**src/rtl/diff_freq_serial_in_if.sv**
```systemverilog
// Host-side handshake and capture-line bundle for diff_freq_serial_in.
// The master modport is the host/UART side; the slave modport is the capture block.
interface diff_freq_serial_in_if;
  logic [7:0] i_data;
  logic       i_rx_done_tick;
  logic       i_serial_in;
  logic       i_tx_done_tick;
  logic       o_tx_start;
  logic [7:0] o_tx_data;
  logic       o_bit_tick;
  logic       o_busy;
  logic       o_done_tick;

  modport master (
    output i_data, i_rx_done_tick, i_serial_in, i_tx_done_tick,
    input  o_tx_start, o_tx_data, o_bit_tick, o_busy, o_done_tick
  );

  modport slave (
    input  i_data, i_rx_done_tick, i_serial_in, i_tx_done_tick,
    output o_tx_start, o_tx_data, o_bit_tick, o_busy, o_done_tick
  );
endinterface

```
**src/rtl/diff_freq_serial_in.sv**
```systemverilog
// Captures DATA_BIT serial bits with a per-bit low/high-speed period chosen by a UART-loaded
// pattern, then returns the word over UART. Optional macro SERIAL_IN_SYNC_EN adds a 2-flop sync.
module diff_freq_serial_in #(
  parameter int unsigned DATA_BIT = 32,
  parameter int unsigned PACK_NUM = 5,
  parameter int unsigned LOW_DIV  = 40,
  parameter int unsigned HIGH_DIV = 10,
  parameter int unsigned DIV_BIT  = 8
) (
  input  logic                 clk,
  input  logic                 rst_n,
  diff_freq_serial_in_if.slave bus
);
  localparam int unsigned NBYTES = DATA_BIT / 8;
  localparam int unsigned BW     = (PACK_NUM > 1) ? $clog2(PACK_NUM) : 1;
  localparam int unsigned KW     = (DATA_BIT > 1) ? $clog2(DATA_BIT) : 1;
  localparam int unsigned JW     = (NBYTES > 1) ? $clog2(NBYTES) : 1;

  typedef enum logic [2:0] {StIdle, StCapture, StSend, StWaitTx, StDone} state_e;

  state_e                state_q, state_d;
  logic [BW-1:0]         byte_cnt_q, byte_cnt_d;
  logic [KW-1:0]         bit_idx_q, bit_idx_d;
  logic [DIV_BIT-1:0]    div_cnt_q, div_cnt_d;
  logic [JW-1:0]         byte_sel_q, byte_sel_d;
  logic [DATA_BIT-1:0]   freq_q, freq_d;
  logic [DATA_BIT-1:0]   shift_q, shift_d;
  logic [DIV_BIT-1:0]    period;
  logic [DIV_BIT-1:0]    half;
  logic                  sample;

`ifdef SERIAL_IN_SYNC_EN
  logic [1:0] sync_q;

  always_ff @(posedge clk or posedge rst_n) begin
    if (rst_n) begin
      sync_q <= '0;
    end else begin
      sync_q <= {sync_q[0], bus.i_serial_in};
    end
  end

  assign sample = sync_q[1];
`else
  assign sample = bus.i_serial_in;
`endif

  // Period of the bit currently being captured; freq_q is frozen outside IDLE.
  assign period = freq_q[bit_idx_q] ? DIV_BIT'(HIGH_DIV) : DIV_BIT'(LOW_DIV);
  assign half   = period >> 1;

  always_ff @(posedge clk or posedge rst_n) begin
    if (rst_n) begin
      state_q    <= StIdle;
      byte_cnt_q <= '0;
      bit_idx_q  <= '0;
      div_cnt_q  <= '0;
      byte_sel_q <= '0;
      freq_q     <= '0;
      shift_q    <= '0;
    end else begin
      state_q    <= state_d;
      byte_cnt_q <= byte_cnt_d;
      bit_idx_q  <= bit_idx_d;
      div_cnt_q  <= div_cnt_d;
      byte_sel_q <= byte_sel_d;
      freq_q     <= freq_d;
      shift_q    <= shift_d;
    end
  end

  always_comb begin
    state_d    = state_q;
    byte_cnt_d = byte_cnt_q;
    bit_idx_d  = bit_idx_q;
    div_cnt_d  = div_cnt_q;
    byte_sel_d = byte_sel_q;
    freq_d     = freq_q;
    shift_d    = shift_q;

    unique case (state_q)
      StIdle: begin
        if (bus.i_rx_done_tick) begin
          if (byte_cnt_q == BW'(PACK_NUM - 1)) begin
            byte_cnt_d = '0;
            if (bus.i_data[0]) begin
              state_d   = StCapture;
              bit_idx_d = '0;
              div_cnt_d = '0;
            end
          end else begin
            for (int unsigned b = 0; b < NBYTES; b++) begin
              if (byte_cnt_q == BW'(b)) freq_d[b*8 +: 8] = bus.i_data;
            end
            byte_cnt_d = byte_cnt_q + BW'(1);
          end
        end
      end
      StCapture: begin
        if (div_cnt_q == half) shift_d[bit_idx_q] = sample;
        if (div_cnt_q == period - DIV_BIT'(1)) begin
          div_cnt_d = '0;
          if (bit_idx_q == KW'(DATA_BIT - 1)) begin
            state_d    = StSend;
            byte_sel_d = '0;
          end else begin
            bit_idx_d = bit_idx_q + KW'(1);
          end
        end else begin
          div_cnt_d = div_cnt_q + DIV_BIT'(1);
        end
      end
      StSend: begin
        state_d = StWaitTx;
      end
      StWaitTx: begin
        if (bus.i_tx_done_tick) begin
          if (byte_sel_q == JW'(NBYTES - 1)) begin
            state_d = StDone;
          end else begin
            byte_sel_d = byte_sel_q + JW'(1);
            state_d    = StSend;
          end
        end
      end
      StDone: begin
        state_d = StIdle;
      end
      default: begin
        state_d = StIdle;
      end
    endcase
  end

  // Outputs decode straight from state, so an asynchronous reset clears them at once.
  always_comb begin
    bus.o_tx_start  = (state_q == StSend);
    bus.o_bit_tick  = (state_q == StCapture) && (div_cnt_q == half);
    bus.o_busy      = (state_q != StIdle);
    bus.o_done_tick = (state_q == StDone);
    bus.o_tx_data   = '0;
    for (int unsigned b = 0; b < NBYTES; b++) begin
      if (byte_sel_q == JW'(b)) bus.o_tx_data = shift_q[b*8 +: 8];
    end
  end

endmodule

```
**src/flat_wrapper.sv**
```systemverilog
// flat-port wrapper written by rule: the top's interface ports become plain ports
module diff_freq_serial_in_flat 
#(
  parameter int unsigned DATA_BIT = 32,
  parameter int unsigned PACK_NUM = 5,
  parameter int unsigned LOW_DIV  = 40,
  parameter int unsigned HIGH_DIV = 10,
  parameter int unsigned DIV_BIT  = 8
)
  (clk, rst_n, bus_i_data, bus_i_rx_done_tick, bus_i_serial_in, bus_i_tx_done_tick, bus_o_tx_start, bus_o_tx_data, bus_o_bit_tick, bus_o_busy, bus_o_done_tick);
  diff_freq_serial_in_if bus_i ();
  input  logic clk;
  input  logic rst_n;
  input wire logic [$bits(bus_i.i_data)-1:0] bus_i_data;
  input wire logic [$bits(bus_i.i_rx_done_tick)-1:0] bus_i_rx_done_tick;
  input wire logic [$bits(bus_i.i_serial_in)-1:0] bus_i_serial_in;
  input wire logic [$bits(bus_i.i_tx_done_tick)-1:0] bus_i_tx_done_tick;
  output wire logic [$bits(bus_i.o_tx_start)-1:0] bus_o_tx_start;
  output wire logic [$bits(bus_i.o_tx_data)-1:0] bus_o_tx_data;
  output wire logic [$bits(bus_i.o_bit_tick)-1:0] bus_o_bit_tick;
  output wire logic [$bits(bus_i.o_busy)-1:0] bus_o_busy;
  output wire logic [$bits(bus_i.o_done_tick)-1:0] bus_o_done_tick;
  assign bus_i.i_data = bus_i_data;
  assign bus_i.i_rx_done_tick = bus_i_rx_done_tick;
  assign bus_i.i_serial_in = bus_i_serial_in;
  assign bus_i.i_tx_done_tick = bus_i_tx_done_tick;
  assign bus_o_tx_start = bus_i.o_tx_start;
  assign bus_o_tx_data = bus_i.o_tx_data;
  assign bus_o_bit_tick = bus_i.o_bit_tick;
  assign bus_o_busy = bus_i.o_busy;
  assign bus_o_done_tick = bus_i.o_done_tick;
  diff_freq_serial_in #(.DATA_BIT(DATA_BIT), .PACK_NUM(PACK_NUM), .LOW_DIV(LOW_DIV), .HIGH_DIV(HIGH_DIV), .DIV_BIT(DIV_BIT)) u_core (.clk(clk), .rst_n(rst_n), .bus(bus_i));
endmodule
```
**config.mk**
```make
export PLATFORM = sky130hd
export DESIGN_NAME = diff_freq_serial_in_flat
export DESIGN_NICKNAME = d
export VERILOG_FILES = /design/src/rtl/diff_freq_serial_in_if.sv /design/src/rtl/diff_freq_serial_in.sv /design/src/flat_wrapper.sv
export SDC_FILE = /design/constraint.sdc
export NUM_CORES = 1
export LEC_CHECK = 0
export BUFFER_PORTS_ARGS = -buffer_cell sky130_fd_sc_hd__buf_2
export CAP_MARGIN = 10
export CORE_MARGIN = 2
export CORE_UTILIZATION = 25
export CTS_CLUSTER_SIZE = 24
export DETAILED_ROUTE_END_ITERATION = 16
export PLACE_DENSITY = 0.45
export SYNTH_ARGS = -nofsm -noshare
export SYNTH_HDL_FRONTEND = slang
export SYNTH_SLANG_ARGS = --single-unit
```
**constraint.sdc**
```tcl
create_clock -name clk -period 3.64 [get_ports clk]
set_input_delay 0 -clock clk [delete_from_list [all_inputs] [get_ports clk]]
set_output_delay 0 -clock clk [all_outputs]
set_load 0.01 [all_outputs]
```
After elaboration in Yosys (flattened, before gate mapping)
Cells that the tools add are included.

Logic and storage cells: 93. Register bits: 85.

Add/subtract/negate cells: 5. Mux-type cells: 35. Bitwise operators: 1. Magnitude comparators: 2. Reduce and logical (&&, ||, !) cells: 18. Equality and inequality tests: 22.

Operators with widths (count): 8-bit two-way mux (8); 32-bit bitwise mux (1); 5-bit two-way mux (5); 3-bit two-way mux (8); 4-bit AND reduction (5); 8-bit one-hot mux with 2 select lines (1); 3-bit by 2-bit == test with 1-bit output, second input constant (4); 3-bit one-hot mux with 4 select lines (1); 6-bit AND reduction (2); 2-bit != test, second input constant (5); 5-bit one-hot mux with 2 select lines (1); 8-bit by 1-bit adder with 8-bit output, second input constant (1); 8-bit by 7-bit == test with 1-bit output (1); 8-bit == test (1); 2-bit two-way mux (4); 8-bit by 1-bit subtractor with 8-bit output, second input constant (1); 3-bit by 1-bit == test with 1-bit output, second input constant (2); 3-bit == test, second input constant (2); 3-bit zero test (2); 5-bit by 6-bit < comparator with 1-bit output, second input constant (1); 6-bit two-way mux (1); 2-bit by 1-bit != test with 1-bit output, second input constant (3); 5-bit by 1-bit adder with 5-bit output, second input constant (1); 1-bit binary-select mux with 5-bit select (1); 16 further kinds (21).

Logic depth before layout (Yosys ltp)
Gate-level depths: netlist (run 1).

Depth after elaboration: 7. Depth in mapped cells: 10. Depth with buffers taken out: 8.

Worst setup path after synthesis (run 1)
OpenSTA, ideal clock, no wires.

Path type: register to register. Start point: register u_core.bit_idx_q[0]. End point: register u_core.shift_q[0]. Library setup time: 128 ps. Arrival: 2247 ps. Cell stages (with the launch flop): 10. Slack: 1265 ps. Path through: dfrtp_1 buf_6 or2_4 o22a_1 mux4_2 buf_6 buf_6 a211oi_1 a21oi_1 mux2_1.

Longest elaborated chain between the ends: 5. Elaborated cells on any way between the ends: 11. Classes of those cells: order compare (2); eq/ne (1); mux (6); reduce/logical (2).

RTL lines: start: declaration (RTL line diff_freq_serial_in.sv:23) `logic [KW-1:0] bit_idx_q, bit_idx_d;`; start signal: assignment (RTL line diff_freq_serial_in.sv:64) `bit_idx_q <= bit_idx_d;`; 1-bit binary-select mux with 5-bit select, or another cell as far along (RTL line diff_freq_serial_in.sv:49) `assign period = freq_q[bit_idx_q] ? DIV_BIT'(HIGH_DIV) : DIV_BIT'(LOW_DIV);`; 1-bit two-way mux (not written as such) / 1-bit logical AND (equally long branches) (RTL line diff_freq_serial_in.sv:49, diff_freq_serial_in.sv:100); 6-bit two-way mux / 1-bit two-way mux (equally long branches) (RTL line diff_freq_serial_in.sv:49, diff_freq_serial_in.sv:100); 8-bit by 7-bit == test with 1-bit output / 1-bit demux with 5-bit select (equally long branches); 2-bit AND reduction (no line) / 32-bit bitwise mux (equally long branches); end signal: assignment (RTL line diff_freq_serial_in.sv:68) `shift_q <= shift_d;`; end: declaration (RTL line diff_freq_serial_in.sv:27) `logic [DATA_BIT-1:0] shift_q, shift_d;`.

Several ways; a longest one is shown, not always the timed one. The select of a mux whose other input is x is not followed. A chain may end at the register's enable or synchronous reset.

Worst setup path in the final report (run 1)
Start point: register u_core.bit_idx_q[1]. End point: output bus_o_bit_tick.

Longest elaborated chain between the ends: 5.

RTL lines: 1-bit binary-select mux with 5-bit select (RTL line diff_freq_serial_in.sv:49); 1-bit two-way mux (not written as such) (RTL line diff_freq_serial_in.sv:49); 6-bit two-way mux (RTL line diff_freq_serial_in.sv:49); 8-bit by 7-bit == test with 1-bit output (RTL line diff_freq_serial_in.sv:138) `bus.o_bit_tick = (state_q == StCapture) && (div_cnt_q == half);`; 1-bit logical AND (RTL line diff_freq_serial_in.sv:138); end: declaration (RTL line flat_wrapper.sv:20) `output wire logic [$bits(bus_i.o_bit_tick)-1:0] bus_o_bit_tick;`.

No other way between the ends. The select of a mux whose other input is x is not followed.

==> results.yml, run 1 <==
floorplanning:
  die_area_um2: 21500
  num_io_pins: 25
  start_util_pct: 25.3
  die_width_um: 147
  die_h_um: 147
  core-area_um2: 20100
  num_rows: 52
drt:
  wl_per_cell_um: 15.4
  firstDrtPassIters: 4
  wl_um: 12500
  vias_per_cell: 4.81
  ant_nets: 0
  drtIter0Drc: 290
  vias: 3904
  route.detailed.drc: 0
yosys:
  synth_area_um2: 5090
  synthArstFlopShare_pct: 100
  syn_inst: 515
  synth_nets: 543
  synthFlopType: "dfrtp_1"
  synth_cell_types: 51
  ys_seq_elements: 85
  avgSynthCellArea_um2: 9.88
  ys_warn_count: 0
  synth_edf_count: 0
  yosysSeqAreaShare_pct: 41.8
place:
  port_buffers: 24
  dpl.hpwl_um: 9260
  gp_congestion: 0.809
cells_and_area:
  nNetsFinal: 565
  multi_input_comb_area_um2: 2770
  n_antenna_cell: 0
  fillers: 2100
  area_growth_pct: 15.7
  regArea_um2: 2130
  layout-drive-gt1-share_pct: 19.4
timing:
  tightest_slew_ns: 0.902
  clock.fmax_mhz: 321
  drv_slew: 0
  period_share_pct: 85.7
  finalSetupTns_ns: 0
  period_needed_ns: 3.12
  relSlewSlack_pct: 39.9
  setup_viol: 0
  hold_violations: 0
  skew_ns: 0.00522
  grt_setup_unrepaired: "false"
clocking:
  cts_tree: "done"
  cts_root_buf: "clkbuf_16"
  path_clk_slew_ns: 0.06
  post_cts_buffers: 0
  cts_buffers: 9
  cts.path.max_buffers: 2
  cts.htree.levels: 3
  worstSkewPairLatency_ns: 0.34
  cts_sinks: 85
pwr:
  seq_power_share_pct: 33.6
  p_per_area_nw_per_um2: 755
  p_total_mw: 4.45
  p_switching_mw: 1.79
  ir_drop_uv: 311
  combPwrFrac_pct: 42.4
  intPower_mw: 2.65
  leakage_nw: 2.43
  p_clk_share_pct: 24.0
  swShare_pct: 40.3
worst_setup_path:
  startpoint: "u_core.bit_idx_q[1]"
  crit_required_ns: 3.64
  crit_type: "flop to primary output"
  start_kind: "flop"
  arrival_ns: 3.12
  critPathMaxFanout: 19
  r2r-start: "u_core.bit_idx_q[1]"
  cp-end-kind: "primary output"
hold_path:
  hp-class: "input pin to flop"
  hold_path.startpoint: "bus_i_rx_done_tick"
run:
  maxCapViolCount: 0
status:
  status: "complete, no violations"
global_routing:
  antenna_found_initial: 0
  track_usage_pct: 12.0
  overflow: 0
  grt_pass1_wl_um: 20500
  grt_pass1_vias: 3859
  grt_max_degree: 49
## layer usage
metal	wire length (um)	vias up	share of wire (%)	global-route usage [%]
li1	-	1912	-	-
met1	6180	1907	49	16.9
met2	5720	81	46	18.6
met3	576	4	4.6	2.91
met4	61	0	0.49	3.01
met5	0	-	0	0
## cells by family after synthesis
kind of cell	Yosys count	synth area share [%]
AND/OR/NAND/NOR	157	15.0
XOR/XNOR	4	0.688
buffers and inverters	41	3.88
AO/OA/AOI/OAI	121	14.7
adder cells (fa/ha/maj)	15	3.69
flip-flops	85	41.8
multiplexers	92	20.3
## power groups by stage
stage / Combinational [mW] / Sequential [mW] / Clock [mW]
after floorplan: 1.54 / 1.37 / 0
after global placement: 1.85 / 1.52 / 0
after detailed placement: 1.89 / 1.51 / 0
after CTS: 1.91 / 1.50 / 1.10
after global routing: 2.12 / 1.54 / 1.14
final: 1.88 / 1.50 / 1.07
## layout by cell type, fill, tap and decap left out, drive strengths merged, types with 2 or more instances in the layout
cell / synthesis / final
a211oi: 25 / 25
a21boi: 3 / 3
a21o: 2 / 2
a21oi: 49 / 49
a31oi: 2 / 2
and2: 5 / 5
and3: 4 / 4
and4: 3 / 3
buf: 10 / 29
bufinv: 0 / 3
clkbuf: 18 / 10
clkinv: 0 / 2
clkinvlp: 0 / 2
dfrtp: 85 / 85
dlygate4sd3: 0 / 10
ha: 15 / 15
inv: 13 / 12
mux2: 68 / 68
mux2i: 22 / 22
mux4: 2 / 2
nand2: 49 / 49
nand2b: 10 / 10
nand3: 5 / 5
nand3b: 3 / 3
nand4: 5 / 5
nor2: 50 / 50
nor2b: 5 / 5
nor3: 5 / 5
nor4: 4 / 4
o211ai: 3 / 3
o21ai: 20 / 20
o221ai: 5 / 5
o22a: 4 / 4
o22ai: 4 / 4
or2: 2 / 2
or3: 2 / 2
xnor2: 2 / 2
xor2: 2 / 2
## final cells by class
| type | instances | share of cell area, % |
|---|---|---|
| inverter | 13 | 0.850 |
| multi-input combinational | 389 | 47.0 |
| clock buffer | 10 | 4.06 |
| timing repair buffer | 39 | 4.38 |
| clock inverter | 6 | 1.87 |
| tap | 270 | 5.74 |
| sequential | 85 | 36.1 |
## worst paths after layout
check                                       endpoint  slack, ns  depth (start not counted)
worst min register to register     u_core.shift_q[8]       0.49                          1
worst min-delay path            u_core.byte_cnt_q[2]       0.18                          3
min in group asynchronous           u_core.freq_q[0]       0.34                          3
max in group asynchronous          u_core.freq_q[16]       2.28                          4
worst max-delay path                  bus_o_bit_tick       0.52                          7
worst max register to register     u_core.shift_q[5]       0.69                          7
## cell usage after synthesis (all sizes together), types with 3 or more instances
cell	n	area, um2
a211oi	25	188
a21boi	3	22.5
a21oi	49	245
and2	5	31.3
and3	4	25.0
and4	3	26.3
buf	10	80.1
clkbuf	18	68.8
dfrtp	85	2130
ha	15	188
inv	13	48.8
mux2	68	766
mux2i	22	220
nand2	49	184
nand2b	10	62.6
nand3	5	25.0
nand3b	3	22.5
nand4	5	31.3
nor2	50	195
nor2b	5	31.3
nor3	5	25.0
nor4	4	37.5
o211ai	3	22.5
o21ai	20	100
o221ai	5	43.8
o22a	4	35.0
o22ai	4	25.0
## metrics by stage
stage / cell area, um2 / hold WS (ns) / setup WS [ns] / utilization (%) / cells
CTS: 5890 / 0.158 / 0.119 / 29.3 / 812
finish: 5890 / 0.181 / 0.522 / 29.3 / 812
floorplan: 5090 / 0.132 / 1.27 / - / 515
global route: 5890 / 0.207 / 0.244 / 29.3 / 812
global placement: 5440 / 0.222 / 0.447 / 27.0 / 786
detailed placement: 5440 / 0.225 / 0.394 / 27.0 / 786
## worst max-delay path, cell delays in order, from the launching register on
cell,delay (ns)
dfrtp_2,0.71
mux2i_1,0.35
o22ai_1,0.11
mux4_2,0.59
nor2_4,0.36
mux2i_1,0.13
nor4_1,0.31
buf_2,0.21
## what timing repair did
item | CTS | global route
endpoints found under the hold margin | 80 | 0
setup endpoints to repair | 0 | 1
resized for setup | 0 | 1
hold buffers | 10 | 0
## flip-flops by register name, summed over array words and instances, names as in the netlist
| register | count |
|---|---|
| u_core.freq_q | 32 |
| u_core.shift_q | 32 |
| u_core.div_cnt_q | 8 |
| u_core.bit_idx_q | 5 |
| u_core.byte_cnt_q | 3 |
| u_core.state_q | 3 |
| u_core.byte_sel_q | 2 |
Note: power is estimated with default switching activity, not from simulation.
==> inputs of run 2 (changes only) <==
--- a/config.mk
+++ b/config.mk
@@ -8,10 +8,11 @@
 export BUFFER_PORTS_ARGS = -buffer_cell sky130_fd_sc_hd__buf_2
 export CAP_MARGIN = 10
 export CORE_MARGIN = 2
-export CORE_UTILIZATION = 25
+export CORE_UTILIZATION = 44
 export CTS_CLUSTER_SIZE = 24
 export DETAILED_ROUTE_END_ITERATION = 16
-export PLACE_DENSITY = 0.45
+export GPL_ROUTABILITY_DRIVEN = 0
+export PLACE_DENSITY = 0.66
 export SYNTH_ARGS = -nofsm -noshare
 export SYNTH_HDL_FRONTEND = slang
 export SYNTH_SLANG_ARGS = --single-unit
==> run 2 against run 1 <==
  * Worst hold slack got worse by 0.17 ns
  * Clock skew is 0.0025 ns higher
  * Worst setup slack got worse by 0.0082 ns
  * Global-route usage rose by 7.7 points
  * Register-to-register slack worse by 0.15 ns
==> results.yml, run 2 (synthesized netlist as in run 1, its figures left out) <==
status:
  status: "complete, no violations"
clocking:
  cts_buffers: 9
  post_cts_buffers: 0
  cts.htree.levels: 3
  ctsResizeCount: 0
  path_clk_slew_ns: 0.06
  cts.path.max_buffers: 2
  cts_tree: "done"
  hold_buffers: 9
  worstSkewPairLatency_ns: 0.34
  cts_sinks: 85
  cts_root_buf: "clkbuf_16"
worst_setup_path:
  arrival_ns: 3.13
  r2r_slack_ns: 0.54
  cpMaxStageDelayCell: "dfrtp_1"
  r2r-start: "u_core.bit_idx_q[1]"
  critPathMostFrequentCell: "mux2i_1"
  rr_endpoint: "u_core.div_cnt_q[2]"
  reg2regPathDepth: 6
  max_stage_delay_ns: 0.96
  critPathMaxFanout: 20
  crit_type: "flop to primary output"
  crit_required_ns: 3.64
  start_kind: "flop"
  path_cells: "mux2i_1, o22ai_1, mux4_2, nor2_4, mux2i_1, nor4_1, buf_2"
  cp-end-kind: "primary output"
timing:
  period_needed_ns: 3.13
  skew_ns: 0.00777
  drv_slew: 0
  clock.fmax_mhz: 320
  hold_violations: 0
  finalSetupTns_ns: 0
  relSlewSlack_pct: 37.5
  setup_viol: 0
  period_share_pct: 85.9
  grt_setup_unrepaired: "false"
  tightest_slew_ns: 0.937
drt:
  wl_um: 11700
  vias_per_cell: 5.85
  route.detailed.drc: 0
  firstDrtPassIters: 7
  wl_per_cell_um: 17.2
  vias: 3982
  drtIter0Drc: 297
  ant_nets: 0
cells_and_area:
  final_util_pct: 50.1
  fillers: 1058
  nNetsFinal: 562
  finalNonFillerCells: 681
  layout-drive-gt1-share_pct: 18.8
  n_antenna_cell: 0
  layout_commonest_cell: "dfrtp_1"
  area_growth_pct: 11.8
  final_cell_mix: "dfrtp_1 (85), mux2_2 (51), nor2_1 (49), a21oi_1 (49), nand2_1 (49)"
  design_area_um2: 5690
  largestRegisters: "u_core.freq_q x32, u_core.shift_q x32, u_core.div_cnt_q x8"
place:
  port_buffers: 24
  dpl.hpwl_um: 8310
  post-place-cells: 657
  place_area_um2: 5260
global_routing:
  overflow: 0
  track_usage_pct: 19.7
  grt_max_degree: 54
  grt_pass1_vias: 4082
  antenna_found_initial: 0
  grt_pass1_wl_um: 20000
floorplanning:
  num_rows: 39
  core-area_um2: 11400
  die_h_um: 112
  die_width_um: 112
  die_area_um2: 12400
  start_util_pct: 44.8
  num_io_pins: 25
pwr:
  leakage_nw: 2.41
  p_per_area_nw_per_um2: 771
  ir_drop_uv: 452
hold_path:
  hp-class: "input pin to flop"
  hold_path.startpoint: "bus_i_tx_done_tick"
  hold_depth: 4
  min_to: "u_core.state_q[0]"
run:
  maxCapViolCount: 0
-- run 2: cell count changes in the layout (fill, tap and decap cells not counted), sizes merged --
cell	delta
buf	-2
clkinv	+2
clkinvlp	-2
clkbuf	-1
dlygate4sd3	-1
-- run 2: metal layers --
layer / GRT usage (%) / vias up / part of all wire [%]
li1: - / 1909 / -
met1: 25.2 / 1967 / 45
met2: 33.9 / 86 / 50
met3: 4.41 / 20 / 3.6
met4: 5.60 / 0 / 1.5
met5: 0 / - / 0
-- run 2: critical path, delay by kind of cell, from the launching register on --
kind                   cells  cell delay [ns]
buffers and inverters      1             0.21
DFF                        1             0.96
muxes                      3             1.02
and+or+nand+nor            2             0.47
AOI/OAI and AO/OA          1             0.12
-- run 2: stage by stage --
step           hold slack (ns)  total power [mW]  worst slack [ns]
6_report               0.00849              4.39             0.514
5_1_grt                 0.0236              4.69             0.351
4_1_cts               0.000751              4.40             0.522
3_5_place_dp             0.224              3.34             0.568
3_3_place_gp             0.209              3.27             0.670
2_1_floorplan            0.132              2.90              1.27
-- run 2: power breakdown --
part | internal (mW) | switching (mW)
sequential | 1.22 | 0.266
clock | 0.667 | 0.374
combinational | 0.733 | 1.13
total | 2.62 | 1.77
-- run 2: worst max path at each step --
stage / from / endpoint / slack, ns / cells past startpoint
2_1_floorplan: u_core.bit_idx_q[0] / u_core.shift_q[0] / 1.27 / 9
3_3_place_gp: u_core.bit_idx_q[1] / u_core.shift_q[30] / 0.67 / 7
3_5_place_dp: u_core.bit_idx_q[1] / u_core.div_cnt_q[2] / 0.57 / 6
4_1_cts: u_core.bit_idx_q[1] / bus_o_bit_tick / 0.52 / 7
5_1_grt: u_core.bit_idx_q[1] / u_core.div_cnt_q[2] / 0.35 / 6
6_report: u_core.bit_idx_q[1] / bus_o_bit_tick / 0.51 / 7
-- run 2: cell type report --
| class | count | area (um2) | area share, % |
|---|---|---|---|
| Multi-Input combinational cell | 389 | 2770 | 48.6 |
| Sequential cell | 85 | 2130 | 37.4 |
| Timing Repair Buffer | 36 | 233 | 4.09 |
| Clock buffer | 9 | 225 | 3.96 |
| Tap cell | 143 | 179 | 3.14 |
| Clock inverter | 6 | 113 | 1.98 |
| Inverter | 13 | 50.0 | 0.879 |
